## src/rtl/blob_pkg.sv

```systemverilog
// Shared frame geometry, counter widths and controller state encoding for the blob front end.
package blob_pkg;

    localparam int IMG_COL   = 640;
    localparam int IMG_ROW   = 480;
    localparam int PIX_TOTAL = IMG_COL * IMG_ROW;
    localparam int PIX_W     = 19;
    localparam int CNT_W     = 8;

    typedef enum logic [2:0] {
        ST_IDLE,
        ST_CLEAR,
        ST_WAIT_SOF,
        ST_STREAM,
        ST_DRAIN
    } state_t;

endpackage

```

## src/rtl/blob_pix_cnt.sv

```systemverilog
// Accepted-pixel counter: load to 1 on the SOF pixel, increment per pixel.
// 'last' flags that the next accepted pixel completes the frame.
module blob_pix_cnt
    import blob_pkg::*;
#(
    parameter int TOTAL = PIX_TOTAL
) (
    input  logic clk,
    input  logic rst,
    input  logic load,
    input  logic inc,
    output logic last
);

    localparam logic [PIX_W-1:0] LAST_VAL = PIX_W'(TOTAL - 1);

    logic [PIX_W-1:0] count;

    always_ff @(posedge clk) begin
        if (rst) begin
            count <= '0;
        end else if (load) begin
            count <= PIX_W'(1);
        end else if (inc) begin
            count <= count + 1'b1;
        end
    end

    assign last = (count == LAST_VAL);

endmodule

```

## src/rtl/blob_frame_ctrl.sv

```systemverilog
// Arms the blob engine for one frame: clear pulse, SOF sync, pixel forwarding, result capture.
// Pixels reach the engine one cycle after input; results wait at most DRAIN_MAX cycles.
module blob_frame_ctrl #(
    parameter int IMG_COL    = blob_pkg::IMG_COL,
    parameter int IMG_ROW    = blob_pkg::IMG_ROW,
    parameter int CLR_CYCLES = 4,
    parameter int DRAIN_MAX  = 4096
) (
    input  logic                       i_clk,
    input  logic                       i_rst,
    input  logic                       i_start,
    input  logic                       i_sof,
    input  logic                       i_pix_valid,
    input  logic                       i_pix_bin,
    output logic                       o_blob_rst,
    output logic                       o_blob_valid,
    output logic                       o_blob_seq,
    input  logic                       i_blob_valid,
    input  logic [blob_pkg::CNT_W-1:0] i_blob_count,
    output logic [blob_pkg::CNT_W-1:0] o_count,
    output logic                       o_done,
    output logic                       o_busy,
    output logic                       o_err,
    output logic                       o_timeout
);

    localparam int PIX_TOTAL = IMG_COL * IMG_ROW;
    localparam int CW        = $clog2(CLR_CYCLES + 1);
    localparam int DW        = $clog2(DRAIN_MAX + 1);
    localparam logic [CW-1:0] CLR_LAST   = CW'(CLR_CYCLES - 1);
    localparam logic [DW-1:0] DRAIN_LAST = DW'(DRAIN_MAX - 1);

    blob_pkg::state_t state, state_nxt;
    logic [CW-1:0] clr_cnt;
    logic [DW-1:0] drain_cnt;
    logic pix_last;
    logic cnt_load, cnt_inc, fwd, set_err, set_to, clr_flags, take_result;

    blob_pix_cnt #(.TOTAL(PIX_TOTAL)) u_pix_cnt (
        .clk  (i_clk),
        .rst  (i_rst),
        .load (cnt_load),
        .inc  (cnt_inc),
        .last (pix_last)
    );

    always_comb begin
        state_nxt   = state;
        cnt_load    = 1'b0;
        cnt_inc     = 1'b0;
        fwd         = 1'b0;
        set_err     = 1'b0;
        set_to      = 1'b0;
        clr_flags   = 1'b0;
        take_result = 1'b0;
        case (state)
            blob_pkg::ST_IDLE: begin
                if (i_start) begin
                    clr_flags = 1'b1;
                    state_nxt = blob_pkg::ST_CLEAR;
                end
            end
            blob_pkg::ST_CLEAR: begin
                if (clr_cnt == CLR_LAST) state_nxt = blob_pkg::ST_WAIT_SOF;
            end
            blob_pkg::ST_WAIT_SOF: begin
                if (i_pix_valid && i_sof) begin
                    fwd       = 1'b1;
                    cnt_load  = 1'b1;
                    state_nxt = (PIX_TOTAL == 1) ? blob_pkg::ST_DRAIN : blob_pkg::ST_STREAM;
                end
            end
            blob_pkg::ST_STREAM: begin
                // A new SOF before the frame completes means we lost sync: drop it and re-arm.
                if (i_pix_valid && i_sof) begin
                    set_err   = 1'b1;
                    state_nxt = blob_pkg::ST_CLEAR;
                end else if (i_pix_valid) begin
                    fwd     = 1'b1;
                    cnt_inc = 1'b1;
                    if (pix_last) state_nxt = blob_pkg::ST_DRAIN;
                end
            end
            blob_pkg::ST_DRAIN: begin
                if (i_blob_valid) begin
                    take_result = 1'b1;
                    state_nxt   = blob_pkg::ST_IDLE;
                end else if (drain_cnt == DRAIN_LAST) begin
                    set_to    = 1'b1;
                    state_nxt = blob_pkg::ST_IDLE;
                end
            end
            default: state_nxt = blob_pkg::ST_IDLE;
        endcase
    end

    always_ff @(posedge i_clk) begin
        if (i_rst) begin
            state        <= blob_pkg::ST_IDLE;
            clr_cnt      <= '0;
            drain_cnt    <= '0;
            o_blob_valid <= 1'b0;
            o_blob_seq   <= 1'b0;
            o_count      <= '0;
            o_done       <= 1'b0;
            o_err        <= 1'b0;
            o_timeout    <= 1'b0;
        end else begin
            state        <= state_nxt;
            clr_cnt      <= (state == blob_pkg::ST_CLEAR && state_nxt == blob_pkg::ST_CLEAR)
                            ? clr_cnt + 1'b1 : '0;
            drain_cnt    <= (state == blob_pkg::ST_DRAIN && state_nxt == blob_pkg::ST_DRAIN)
                            ? drain_cnt + 1'b1 : '0;
            o_blob_valid <= fwd;
            o_blob_seq   <= fwd & i_pix_bin;
            o_done       <= take_result;
            if (take_result) o_count <= i_blob_count;
            if (clr_flags) begin
                o_err     <= 1'b0;
                o_timeout <= 1'b0;
            end
            if (set_err) o_err <= 1'b1;
            if (set_to) o_timeout <= 1'b1;
        end
    end

    // Engine clear is decoded from state; the system top ORs it with the global reset.
    assign o_blob_rst = (state == blob_pkg::ST_CLEAR);
    assign o_busy     = (state != blob_pkg::ST_IDLE);

endmodule

```

## config.mk

```make
export PLATFORM = sky130hd
export DESIGN_NAME = blob_frame_ctrl
export DESIGN_NICKNAME = d
export VERILOG_FILES = /design/src/rtl/blob_pkg.sv /design/src/rtl/blob_pix_cnt.sv /design/src/rtl/blob_frame_ctrl.sv
export SDC_FILE = /design/constraint.sdc
export NUM_CORES = 1
export LEC_CHECK = 0
export BUFFER_PORTS_ARGS = -buffer_cell sky130_fd_sc_hd__buf_2
export CORE_ASPECT_RATIO = 2
export CORE_MARGIN = 1.5
export CORE_UTILIZATION = 50
export DETAILED_ROUTE_END_ITERATION = 10
export PLACE_DENSITY = 0.82
export SYNTH_ARGS = -nofsm -noshare
export SYNTH_HDL_FRONTEND = slang
export SYNTH_HIERARCHICAL = 1
export SYNTH_SLANG_ARGS = --single-unit
export TNS_END_PERCENT = 1
```

## constraint.sdc

```tcl
create_clock -name i_clk -period 5.3 [get_ports i_clk]
set_clock_uncertainty 0.1 [all_clocks]
set_input_delay 1.06 -clock i_clk [delete_from_list [all_inputs] [get_ports i_clk]]
set_output_delay 1.06 -clock i_clk [all_outputs]
set_load 0.01 [all_outputs]
```

== After elaboration in Yosys (flattened, before gate mapping) ==
Cells that the tools add are included.

* Input port bits: 15
* Bits in registers: 51

* Equality and inequality tests: 9
* $add $sub $neg: 3
* Multiplexer cells: 28
* Bitwise logic cells: 3
* Reductions and logical operators: 11

{| class="wikitable"
|+ Operators by type and width
! operator !! number
|-
| 2-to-1 mux 3 bit || 8
|-
| adder 19 x 1 -> 19 bit, second input constant || 1
|-
| equality test 19 bit, second input constant || 1
|-
| 2-to-1 mux 1 bit || 18
|-
| one-hot mux 3 bit (5 select lines) || 1
|-
| adder 13 x 1 -> 13 bit, second input constant || 1
|-
| equality test 13 x 12 -> 1 bit, second input constant || 1
|-
| equality test 3 x 2 -> 1 bit, second input constant || 3
|-
| equality test 3 x 1 -> 1 bit, second input constant || 2
|-
| equality test 3 bit, second input constant || 2
|-
| nonzero test 2 bit || 3
|-
| OR reduction 2 bit || 3
|-
| adder 3 x 1 -> 3 bit, second input constant || 1
|-
| logical AND 1 bit || 3
|-
| logical NOT 3 bit || 1
|-
| nonzero test 3 bit || 1
|-
| inverter 1 bit || 2
|-
| one-hot mux 1 bit (2 select lines) || 1
|-
| bitwise AND 1 bit || 1
|}

== Longest topological paths before layout ==
Gate-level depths: netlist of the first run.

* Word-level depth: 9
* Depth in mapped cells: 9

== Cells and area by module ==
The synthesis of the first run kept the hierarchy.

{| class="wikitable"
|+ By module, submodules not included
! module !! cells an instance !! area each (um2) !! times used
|-
| blob_frame_ctrl || 147 || 1,332.5 || 1
|-
| blob_pix_cnt || 106 || 913.4 || 1
|}

== Worst setup path after synthesis of the first run ==
Ideal clock, no wire load.

* Path kind: in2reg
* Start point: input port i_pix_valid
* End point: register u_pix_cnt.count[13]
* Setup slack: 2,691 ps
* Data arrival time: 2,439 ps
* Required time: 5,130 ps
* Stages on the path: 8
* Library setup time: 70 ps
* Path buffers: 1
* Path through: nor2b_1 -> nand2_1 -> inv_1 -> buf_2 -> nand3_1 -> or3_4 -> or3_1 -> a21oi_1

* Elaborated cells between the ends (all ways): 7
* Classes of those cells: 5 x mux; 2 x reduce/logical

{| class="wikitable"
|+ RTL lines
! item !! line !! text
|-
| start, declared || blob_frame_ctrl.sv:13 || <nowiki>input logic i_pix_valid,</nowiki>
|-
| 2-to-1 mux 1 bit or logical AND 1 bit (tied branches) || blob_frame_ctrl.sv:78, blob_frame_ctrl.sv:75 ||
|-
| 2-to-1 mux 1 bit * || blob_frame_ctrl.sv:75 || <nowiki>if (i_pix_valid && i_sof) begin</nowiki>
|-
| 2-to-1 mux 1 bit * || blob_frame_ctrl.sv:56 || <nowiki>case (state)</nowiki>
|-
| net cnt_inc || blob_frame_ctrl.sv:37 || <nowiki>logic cnt_load, cnt_inc, fwd, set_err, set_to, clr_flags, take_result;</nowiki>
|-
| end signal, assigned || blob_pix_cnt.sv:25 || <nowiki>count <= count + 1'b1;</nowiki>
|-
| end, declared || blob_pix_cnt.sv:17 || <nowiki>logic [PIX_W-1:0] count;</nowiki>
|}

The timed path passes the listed nets; every way through them passes the cells marked *.
A chain may end at the register's enable or synchronous reset.

== Worst setup path in the final report of the first run ==
* Start point: input port i_pix_valid
* End point: register u_pix_cnt.count[14]

The elaborated chain is that of the path after synthesis.

==> results of run 1 <==
[worst max-delay path by stage]
stage,slack [ps],endpoint,from
3_3_place_gp,2440,u_pix_cnt/count[14],i_sof
4_1_cts,2690,u_pix_cnt/count[14],i_pix_valid
5_1_grt,2490,u_pix_cnt/count[14],i_pix_valid
6_report,2680,u_pix_cnt/count[14],i_pix_valid
3_5_place_dp,2380,u_pix_cnt/count[14],i_pix_valid
2_1_floorplan,2690,u_pix_cnt/count[13],i_pix_valid
[cells in the final DEF, fill, tap and decap left out, drive strengths merged, types with 3 or more instances in the layout]
cell type  synthesis  final
nand2             30     30
xnor2              7      7
or4                5      5
o31ai              3      3
ha                 4      4
nand3              8      8
nor3b              4      4
a211oi             8      8
nand4              9      9
nor3               9      9
or3               11     11
dfxtp             51     51
nor4               7      7
or4b               3      3
inv               11     11
nor2              20     20
clkbuf             8      5
buf                4     30
o21ai              9      9
a21oi             16     16
xor2               7      7
[per-layer routing]
layer | GRT usage, % | share of wire (%) | up-vias
li1 | - | - | 954
met4 | 8.73 | 2.7 | 0
met2 | 38.0 | 54 | 36
met3 | 5.05 | 4.1 | 10
met5 | 0 | 0 | -
met1 | 22.7 | 39 | 937
[metrics by stage]
| stage | area [um^2] | hold slack [ps] | worst slack, ps |
|---|---|---|---|
| 2_1_floorplan | 2250 | 308 | 2690 |
| 3_3_place_gp | 2410 | 322 | 2440 |
| 3_5_place_dp | 2410 | 331 | 2380 |
| 5_1_grt | 2530 | 379 | 2490 |
| 6_report | 2530 | 337 | 2680 |
| 4_1_cts | 2530 | 344 | 2690 |
[cell type report]
class / instances / area, um^2
timing repair buffer: 30 / 153
sequential: 51 / 1020
multi-input combinational: 179 / 1130
clock buffer: 5 / 68.8
clock inverter: 3 / 43.8
inverter: 11 / 41.3
tap: 54 / 67.6
fill: 407 / 1810
[cell families after synthesis]
family	after synthesis	synth area share, %
AOI/OAI and AO/OA	43	12.4
DFF	51	45.5
and+or+nand+nor	116	29.1
buffers and inverters	23	4.46
muxes	2	0.891
adders and majority gates	4	2.23
xor gates and xnor gates	14	5.46
[state kept, by name, indices dropped and copies added, names as in the netlist]
name,flops
clr_cnt,3
drain_cnt,13
o_blob_seq,1
o_blob_valid,1
o_count,8
o_done,1
o_err,1
o_timeout,1
state,3
u_pix_cnt/count,19
[worst register-to-register path, delay by kind of cell (launching register included)]
family / cells / cell delay [ps]
AO/OA/AOI/OAI: 1 / 140
flip-flops: 1 / 510
buffers and inverters: 1 / 190
AND/OR/NAND/NOR: 5 / 1340
[report_power, final]
part	switching (mW)	internal, mW
combinational	0.0113	0.00818
clock	0.130	0.141
sequential	0.00185	0.384
==> impl_metrics.xml, run 1 <==
<?xml version="1.0" encoding="UTF-8"?>
<metrics>
  <group name="cells_and_area">
    <metric name="fin_nets" unit="">297</metric>
    <metric name="non_filler_instance_count_after_layout" unit="">333</metric>
    <metric name="fraction_of_the_core_area_covered_by_cells_at_the_end_of_the_flow" unit="%">58.2</metric>
    <metric name="antenna-diode-count" unit="">0</metric>
    <metric name="final_layout_size_suffix_gt1_share" unit="%">17.6</metric>
    <metric name="areaGrowthSynthToFinish" unit="%">12.5</metric>
  </group>
  <group name="critical_path">
    <metric name="critical_path_buf_inv_count" unit="">2</metric>
    <metric name="worst_path_dominant_cell_family" unit="">simple AND/OR/NAND/NOR gates</metric>
    <metric name="reg2reg_to" unit="">u_pix_cnt/count[14]</metric>
    <metric name="ff2ff_path_depth" unit="">7</metric>
    <metric name="worst-r2r-setup-slack" unit="ps">2950</metric>
    <metric name="ordered_cell_list_for_the_critical_path" unit="">buf_2 -&gt; nor2b_1 -&gt; nand2_1 -&gt; inv_1 -&gt; nand4_2 -&gt; nor2_1 -&gt; or4b_1 -&gt; a21oi_1</metric>
    <metric name="critical_path_required" unit="ps">5440</metric>
    <metric name="critPathArrivalTime" unit="ps">2760</metric>
    <metric name="r2r-start" unit="">state[1]</metric>
    <metric name="setup.worst_path.start_class" unit="">input port</metric>
    <metric name="cp_max_fo" unit="">9</metric>
    <metric name="critPathKind" unit="">input port to register</metric>
    <metric name="critPathSlowestCell" unit="">sky130_fd_sc_hd__or4b_1</metric>
    <metric name="critical_path_depth" unit="">8</metric>
    <metric name="worst_path_largest_cell_delay" unit="ps">460</metric>
    <metric name="crit_end_category" unit="">register</metric>
  </group>
  <group name="die">
    <metric name="design.portCount" unit="">30</metric>
    <metric name="die-area" unit="um^2">4930</metric>
    <metric name="die_height" unit="um">97.8</metric>
    <metric name="num_rows" unit="">34</metric>
    <metric name="floorplan.die.width" unit="um">50.4</metric>
    <metric name="effective_utilization_at_floorplan" unit="%">51.8</metric>
    <metric name="core_region_area" unit="um^2">4340</metric>
  </group>
  <group name="place">
    <metric name="dp_cells" unit="">325</metric>
    <metric name="numPortBuffers" unit="">29</metric>
    <metric name="hpwlAfterDp" unit="um">3450</metric>
    <metric name="gp_congestion" unit="">0.822</metric>
  </group>
  <group name="clock_tree">
    <metric name="cts_made_buffers" unit="">5</metric>
    <metric name="post_cts_hold_buffer_count" unit="">0</metric>
    <metric name="clock_tree_from_tritoncts" unit="">built</metric>
    <metric name="post_cts_resize_count" unit="">0</metric>
    <metric name="clock_sink_count" unit="">51</metric>
    <metric name="insertion_delay" unit="ps">310</metric>
    <metric name="clock_path_buffers" unit="">2</metric>
    <metric name="clock_tree.htree_level_count" unit="">2</metric>
    <metric name="cts.reportedPaths.clkPinSlew" unit="ps">90</metric>
    <metric name="cts_setup_buffers" unit="">0</metric>
    <metric name="cts_root_buffer" unit="">sky130_fd_sc_hd__clkbuf_8</metric>
  </group>
  <group name="drt">
    <metric name="first_pass_iters" unit="">4</metric>
    <metric name="num_vias" unit="">1937</metric>
    <metric name="antenna_violation_net_count_after_detailed_routing" unit="">0</metric>
    <metric name="wl_per_cell" unit="um">14.3</metric>
    <metric name="vias_per_cell" unit="">5.82</metric>
    <metric name="drt_first_iter_violations" unit="">55</metric>
    <metric name="drt_wl_total" unit="um">4760</metric>
    <metric name="detail_route.drc_violations" unit="">0</metric>
  </group>
  <group name="synth">
    <metric name="yosysSeqAreaShare" unit="%">45.5</metric>
    <metric name="ys_seq_elements" unit="">51</metric>
    <metric name="synth_async_reset_ratio" unit="%">0</metric>
    <metric name="synth.most_common_cell" unit="">sky130_fd_sc_hd__dfxtp_1</metric>
    <metric name="dominantRegCellSynth" unit="">sky130_fd_sc_hd__dfxtp_1</metric>
    <metric name="synth_top_area_cell" unit="">sky130_fd_sc_hd__dfxtp_1</metric>
    <metric name="synth.net_count" unit="">272</metric>
    <metric name="synth_cells" unit="">253</metric>
    <metric name="yosys-top-cells-area" unit="">sky130_fd_sc_hd__dfxtp_1 45%, sky130_fd_sc_hd__nand2_1 5.0%, sky130_fd_sc_hd__a21oi_1 3.6%</metric>
    <metric name="yosys.cell_types.count" unit="">46</metric>
    <metric name="avgSynthCellArea" unit="um^2">8.88</metric>
    <metric name="mappedNetlistArea" unit="um^2">2250</metric>
    <metric name="synth.top_cell.area_share" unit="%">45.5</metric>
    <metric name="yosys_warnings" unit="">6</metric>
    <metric name="top_cells_by_count_synth" unit="">51 x sky130_fd_sc_hd__dfxtp_1, 30 x sky130_fd_sc_hd__nand2_1, 20 x sky130_fd_sc_hd__nor2_1, 16 x sky130_fd_sc_hd__a21oi_1, 11 x sky130_fd_sc_hd__inv_1</metric>
    <metric name="synth-edff-count" unit="">0</metric>
  </group>
  <group name="run">
    <metric name="max_cap_viol_count" unit="">0</metric>
  </group>
  <group name="timing">
    <metric name="fin_crit_sh" unit="%">49.5</metric>
    <metric name="fin_crit" unit="ps">2620</metric>
    <metric name="setup_tns" unit="ps">0</metric>
    <metric name="relative_slew_margins" unit="%">17.1</metric>
    <metric name="worst_slew_pin_slew" unit="ps">1230</metric>
    <metric name="report.final.setup_viol" unit="">0</metric>
    <metric name="clock.fmax" unit="MHz">381</metric>
    <metric name="final_max_slew_viol_count" unit="">0</metric>
    <metric name="grt_setup_unrepaired" unit="">no</metric>
    <metric name="final_hold_viol_count" unit="">0</metric>
  </group>
  <group name="power">
    <metric name="power.leakage" unit="nW">0.908</metric>
    <metric name="worst_ir_drop_vdd" unit="mV">0.330</metric>
    <metric name="power" unit="uW">676</metric>
    <metric name="cellPowerDensity" unit="nW/um^2">268</metric>
  </group>
  <group name="global_route">
    <metric name="gr-usage-all-layers" unit="%">21.1</metric>
    <metric name="first_global_vias" unit="">1855</metric>
    <metric name="antenna_found_initial" unit="">0</metric>
    <metric name="grt_pass1_wl" unit="um">8190</metric>
    <metric name="grt_start_max_net_pins" unit="">25</metric>
    <metric name="grt-ovfl-total" unit="">0</metric>
  </group>
  <group name="min_path">
    <metric name="min-delay-start" unit="">clr_cnt[0]</metric>
    <metric name="min-delay-path-class" unit="">register to register</metric>
    <metric name="hold_endpoint" unit="">clr_cnt[0]</metric>
    <metric name="worst_hold_path.num_cells" unit="">1</metric>
  </group>
  <group name="run_status">
    <metric name="run_status" unit="">finished clean</metric>
  </group>
</metrics>
No activity file was read; power rests on OpenSTA's default activity.
==> run 2: changes to the inputs <==
--- a/config.mk
+++ b/config.mk
@@ -5,12 +5,13 @@
 export SDC_FILE = /design/constraint.sdc
 export NUM_CORES = 1
 export LEC_CHECK = 0
+export ABC_AREA = 1
 export BUFFER_PORTS_ARGS = -buffer_cell sky130_fd_sc_hd__buf_2
 export CORE_ASPECT_RATIO = 2
 export CORE_MARGIN = 1.5
 export CORE_UTILIZATION = 50
 export DETAILED_ROUTE_END_ITERATION = 10
-export PLACE_DENSITY = 0.82
+export PLACE_DENSITY = 0.84
 export SYNTH_ARGS = -nofsm -noshare
 export SYNTH_HDL_FRONTEND = slang
 export SYNTH_HIERARCHICAL = 1
==> constraint.sdc (replaced) <==
create_clock -name i_clk -period 2.25 [get_ports i_clk]
set_clock_uncertainty 0.1 [all_clocks]
set_input_delay 0.45 -clock i_clk [delete_from_list [all_inputs] [get_ports i_clk]]
set_output_delay 0.45 -clock i_clk [all_outputs]
set_load 0.01 [all_outputs]
==> run 2 against run 1 <==
Register-to-register slack worse by 2700 ps; synthesized cell count up 36%; final area rose by 7.9%; global-route usage rose by 0.11 points; count of clock-buffer cells in the layout stayed put; non-clock buffer count rose by 1; sequential share of layout area decreased by 3.0 points.
==> impl_metrics.xml, run 2 <==
<?xml version="1.0" encoding="UTF-8"?>
<metrics>
  <group name="power">
    <metric name="power" unit="mW">1.59</metric>
    <metric name="internal-power" unit="mW">1.26</metric>
    <metric name="worst_ir_drop_vdd" unit="mV">0.723</metric>
    <metric name="seq_power_share" unit="%">56.9</metric>
    <metric name="cellPowerDensity" unit="nW/um^2">585</metric>
    <metric name="switching_share" unit="%">21.2</metric>
    <metric name="netSwitchingPower" unit="uW">337</metric>
    <metric name="power.leakage" unit="nW">1.06</metric>
    <metric name="combPwrFrac" unit="%">3.4</metric>
    <metric name="clockPowerShare" unit="%">39.7</metric>
  </group>
  <group name="cells_and_area">
    <metric name="largest_reg_flops" unit="">19</metric>
    <metric name="top_register" unit="">u_pix_cnt/count</metric>
    <metric name="layout.cells.most_common_list" unit="">74 x sky130_fd_sc_hd__nand2_1, 62 x sky130_fd_sc_hd__nor2_1, 51 x sky130_fd_sc_hd__dfxtp_1, 46 x sky130_fd_sc_hd__inv_1, 29 x sky130_fd_sc_hd__buf_2</metric>
    <metric name="areaGrowthSynthToFinish" unit="%">12.8</metric>
    <metric name="final_layout_size_suffix_gt1_share" unit="%">16.1</metric>
    <metric name="layout.cells.most_common" unit="">sky130_fd_sc_hd__nand2_1</metric>
    <metric name="fraction_of_the_core_area_covered_by_cells_at_the_end_of_the_flow" unit="%">58.7</metric>
    <metric name="area.sequential" unit="um^2">1020</metric>
    <metric name="antenna-diode-count" unit="">0</metric>
    <metric name="total_area_of_multi_input_combinational_cells" unit="um^2">1190</metric>
    <metric name="fin_nets" unit="">396</metric>
    <metric name="fill_cells" unit="">439</metric>
    <metric name="largest_registers" unit="">u_pix_cnt/count (19), drain_cnt (13), o_count (8)</metric>
  </group>
  <group name="drt">
    <metric name="num_vias" unit="">2219</metric>
    <metric name="vias_per_cell" unit="">5.12</metric>
    <metric name="detail_route.drc_violations" unit="">0</metric>
    <metric name="drt_first_iter_violations" unit="">63</metric>
    <metric name="first_pass_iters" unit="">4</metric>
    <metric name="route.met3.wl" unit="um">188</metric>
    <metric name="antenna_violation_net_count_after_detailed_routing" unit="">0</metric>
    <metric name="met1_length" unit="um">1980</metric>
    <metric name="maxUsedRoutingLayer" unit="">met4</metric>
    <metric name="wl_met2" unit="um">2860</metric>
    <metric name="drt_wl_total" unit="um">5280</metric>
    <metric name="wl_per_cell" unit="um">12.2</metric>
  </group>
  <group name="synth">
    <metric name="dominantRegCellSynth" unit="">sky130_fd_sc_hd__dfxtp_1</metric>
    <metric name="synth_async_reset_ratio" unit="%">0</metric>
    <metric name="ys_seq_elements" unit="">51</metric>
    <metric name="top_cells_by_count_synth" unit="">74 x sky130_fd_sc_hd__nand2_1, 62 x sky130_fd_sc_hd__nor2_1, 51 x sky130_fd_sc_hd__dfxtp_1, 46 x sky130_fd_sc_hd__inv_1, 23 x sky130_fd_sc_hd__a21oi_1</metric>
    <metric name="synth.most_common_cell" unit="">sky130_fd_sc_hd__nand2_1</metric>
    <metric name="synth.net_count" unit="">363</metric>
    <metric name="yosysSeqAreaShare" unit="%">42.2</metric>
    <metric name="synth_top_area_cell" unit="">sky130_fd_sc_hd__dfxtp_1</metric>
    <metric name="synth.top_cell.area_share" unit="%">42.2</metric>
    <metric name="synth-edff-count" unit="">0</metric>
    <metric name="yosys_warnings" unit="">6</metric>
    <metric name="avgSynthCellArea" unit="um^2">7.03</metric>
    <metric name="mappedNetlistArea" unit="um^2">2420</metric>
    <metric name="synth_cells" unit="">344</metric>
    <metric name="yosys-top-cells-area" unit="">sky130_fd_sc_hd__dfxtp_1 42%, sky130_fd_sc_hd__nand2_1 11%, sky130_fd_sc_hd__nor2_1 9.6%</metric>
    <metric name="yosys.cell_types.count" unit="">26</metric>
  </group>
  <group name="timing">
    <metric name="setup_tns" unit="ps">0</metric>
    <metric name="fin_crit" unit="ps">1950</metric>
    <metric name="clock.fmax" unit="MHz">512</metric>
    <metric name="grt_setup_unrepaired" unit="">no</metric>
    <metric name="relative_slew_margins" unit="%">69.2</metric>
    <metric name="whs" unit="ps">313</metric>
    <metric name="final_hold_viol_count" unit="">0</metric>
    <metric name="final_max_slew_viol_count" unit="">0</metric>
    <metric name="report.final.setup_viol" unit="">0</metric>
    <metric name="worst_slew_pin_slew" unit="ps">459</metric>
    <metric name="fin_crit_sh" unit="%">86.9</metric>
  </group>
  <group name="place">
    <metric name="gp_congestion" unit="">0.994</metric>
    <metric name="hpwlAfterDp" unit="um">4090</metric>
    <metric name="numPortBuffers" unit="">29</metric>
  </group>
  <group name="die">
    <metric name="design.portCount" unit="">30</metric>
    <metric name="floorplan.die.width" unit="um">52.2</metric>
    <metric name="die-area" unit="um^2">5290</metric>
    <metric name="core_region_area" unit="um^2">4640</metric>
    <metric name="num_rows" unit="">35</metric>
    <metric name="die_height" unit="um">101</metric>
    <metric name="effective_utilization_at_floorplan" unit="%">52.1</metric>
  </group>
  <group name="critical_path">
    <metric name="crit_end_category" unit="">register</metric>
    <metric name="critPathKind" unit="">register to register</metric>
    <metric name="setup.worst_path.start_class" unit="">register</metric>
    <metric name="cp_max_fo" unit="">4</metric>
    <metric name="critPathArrivalTime" unit="ps">2050</metric>
    <metric name="ff2ff_path_depth" unit="">10</metric>
    <metric name="critical_path_required" unit="ps">2350</metric>
  </group>
  <group name="run">
    <metric name="max_cap_viol_count" unit="">0</metric>
  </group>
  <group name="clock_tree">
    <metric name="cts_root_buffer" unit="">sky130_fd_sc_hd__clkbuf_8</metric>
    <metric name="clock_sink_count" unit="">51</metric>
    <metric name="insertion_delay" unit="ps">300</metric>
    <metric name="clock_path_buffers" unit="">2</metric>
    <metric name="cts_made_buffers" unit="">5</metric>
    <metric name="cts_setup_buffers" unit="">0</metric>
    <metric name="post_cts_resize_count" unit="">0</metric>
    <metric name="clock_tree.htree_level_count" unit="">2</metric>
    <metric name="post_cts_hold_buffer_count" unit="">0</metric>
    <metric name="clock_tree_from_tritoncts" unit="">built</metric>
    <metric name="cts.reportedPaths.clkPinSlew" unit="ps">100</metric>
  </group>
  <group name="global_route">
    <metric name="gr-usage-all-layers" unit="%">21.2</metric>
    <metric name="antenna_found_initial" unit="">0</metric>
    <metric name="grt-ovfl-total" unit="">0</metric>
    <metric name="grt_pass1_wl" unit="um">8560</metric>
    <metric name="grt_start_max_net_pins" unit="">18</metric>
    <metric name="first_global_vias" unit="">2165</metric>
  </group>
  <group name="min_path">
    <metric name="worst_hold_path.num_cells" unit="">3</metric>
    <metric name="min-delay-path-class" unit="">input port to register</metric>
  </group>
  <group name="run_status">
    <metric name="run_status" unit="">finished clean</metric>
  </group>
</metrics>
==> run 2: changes by cell type after synthesis, moves of 6 or more <==
cell	before	now
sky130_fd_sc_hd__or3_1	10	0
sky130_fd_sc_hd__nor2_4	0	6
sky130_fd_sc_hd__nor4_1	7	1
sky130_fd_sc_hd__nand2_1	30	74
sky130_fd_sc_hd__a211oi_1	7	0
sky130_fd_sc_hd__a21oi_1	16	23
sky130_fd_sc_hd__inv_1	11	46
sky130_fd_sc_hd__nand2_2	0	7
sky130_fd_sc_hd__nand3_1	8	20
sky130_fd_sc_hd__clkbuf_1	8	1
sky130_fd_sc_hd__nor2_1	20	62
==> run 2: path summary, 6_finish.rpt <==
path                                          from  slack, ps          to
worst max-delay path            u_pix_cnt/count[0]        300    state[0]
worst min-delay path                     i_pix_bin        310  o_blob_seq
worst max register to register  u_pix_cnt/count[0]        300    state[0]
worst min register to register          clr_cnt[0]        320  clr_cnt[0]
==> run 2: kinds of logic (layout without fill, tap and decap cells) <==
logic type / after synthesis / count (layout) / synth area share, %
adders and majority gates: 4 / 4 / 2.07
DFF: 51 / 51 / 42.2
and+or+nand+nor: 191 / 191 / 36.0
xor gates and xnor gates: 7 / 7 / 2.54
AOI/OAI and AO/OA: 40 / 40 / 8.64
buffers and inverters: 51 / 85 / 8.49
==> run 2: critical path, cell delays in order (launching register included) <==
cell,delay [ps]
sky130_fd_sc_hd__dfxtp_1,430
sky130_fd_sc_hd__ha_1,220
sky130_fd_sc_hd__inv_1,50
sky130_fd_sc_hd__nor2_1,170
sky130_fd_sc_hd__nand3_1,120
sky130_fd_sc_hd__nor4_1,260
sky130_fd_sc_hd__nand2_1,130
sky130_fd_sc_hd__nor2_1,150
sky130_fd_sc_hd__nor2_1,60
sky130_fd_sc_hd__nor2_1,100
sky130_fd_sc_hd__a21oi_1,70
==> run 2: layer usage <==
| layer | vias to the layer above | global-route usage, % |
|---|---|---|
| li1 | 1144 | - |
| met1 | 995 | 18.7 |
| met2 | 60 | 41.5 |
| met3 | 20 | 3.69 |
| met4 | 0 | 12.8 |
| met5 | - | 0 |
==> run 2: power by group through the flow <==
stage	logic, mW	registers (mW)	clock network, mW
after CTS	0.0544	0.907	0.648
after global routing	0.0623	0.907	0.677
after floorplan	0.0291	0.928	0
after global placement	0.0531	0.928	0
after detailed placement	0.0541	0.928	0
final	0.0543	0.907	0.633
==> run 2: layout make-up <==
class,count,area share (%)
well taps,55,2.52
clock inverters,3,1.61
multi-input cells,242,43.7
repair buffers,31,5.87
flip-flops and latches,51,37.4
clock buffers,5,2.52
inverters,46,6.33
==> run 2: through the flow <==
stage | instance area, um^2 | worst slack, ps | cells
after global routing | 2730 | 30.6 | 433
after CTS | 2730 | 363 | 433
final | 2730 | 296 | 433
after global placement | 2610 | 394 | 425
after detailed placement | 2610 | 357 | 425
after floorplan | 2420 | 598 | 344
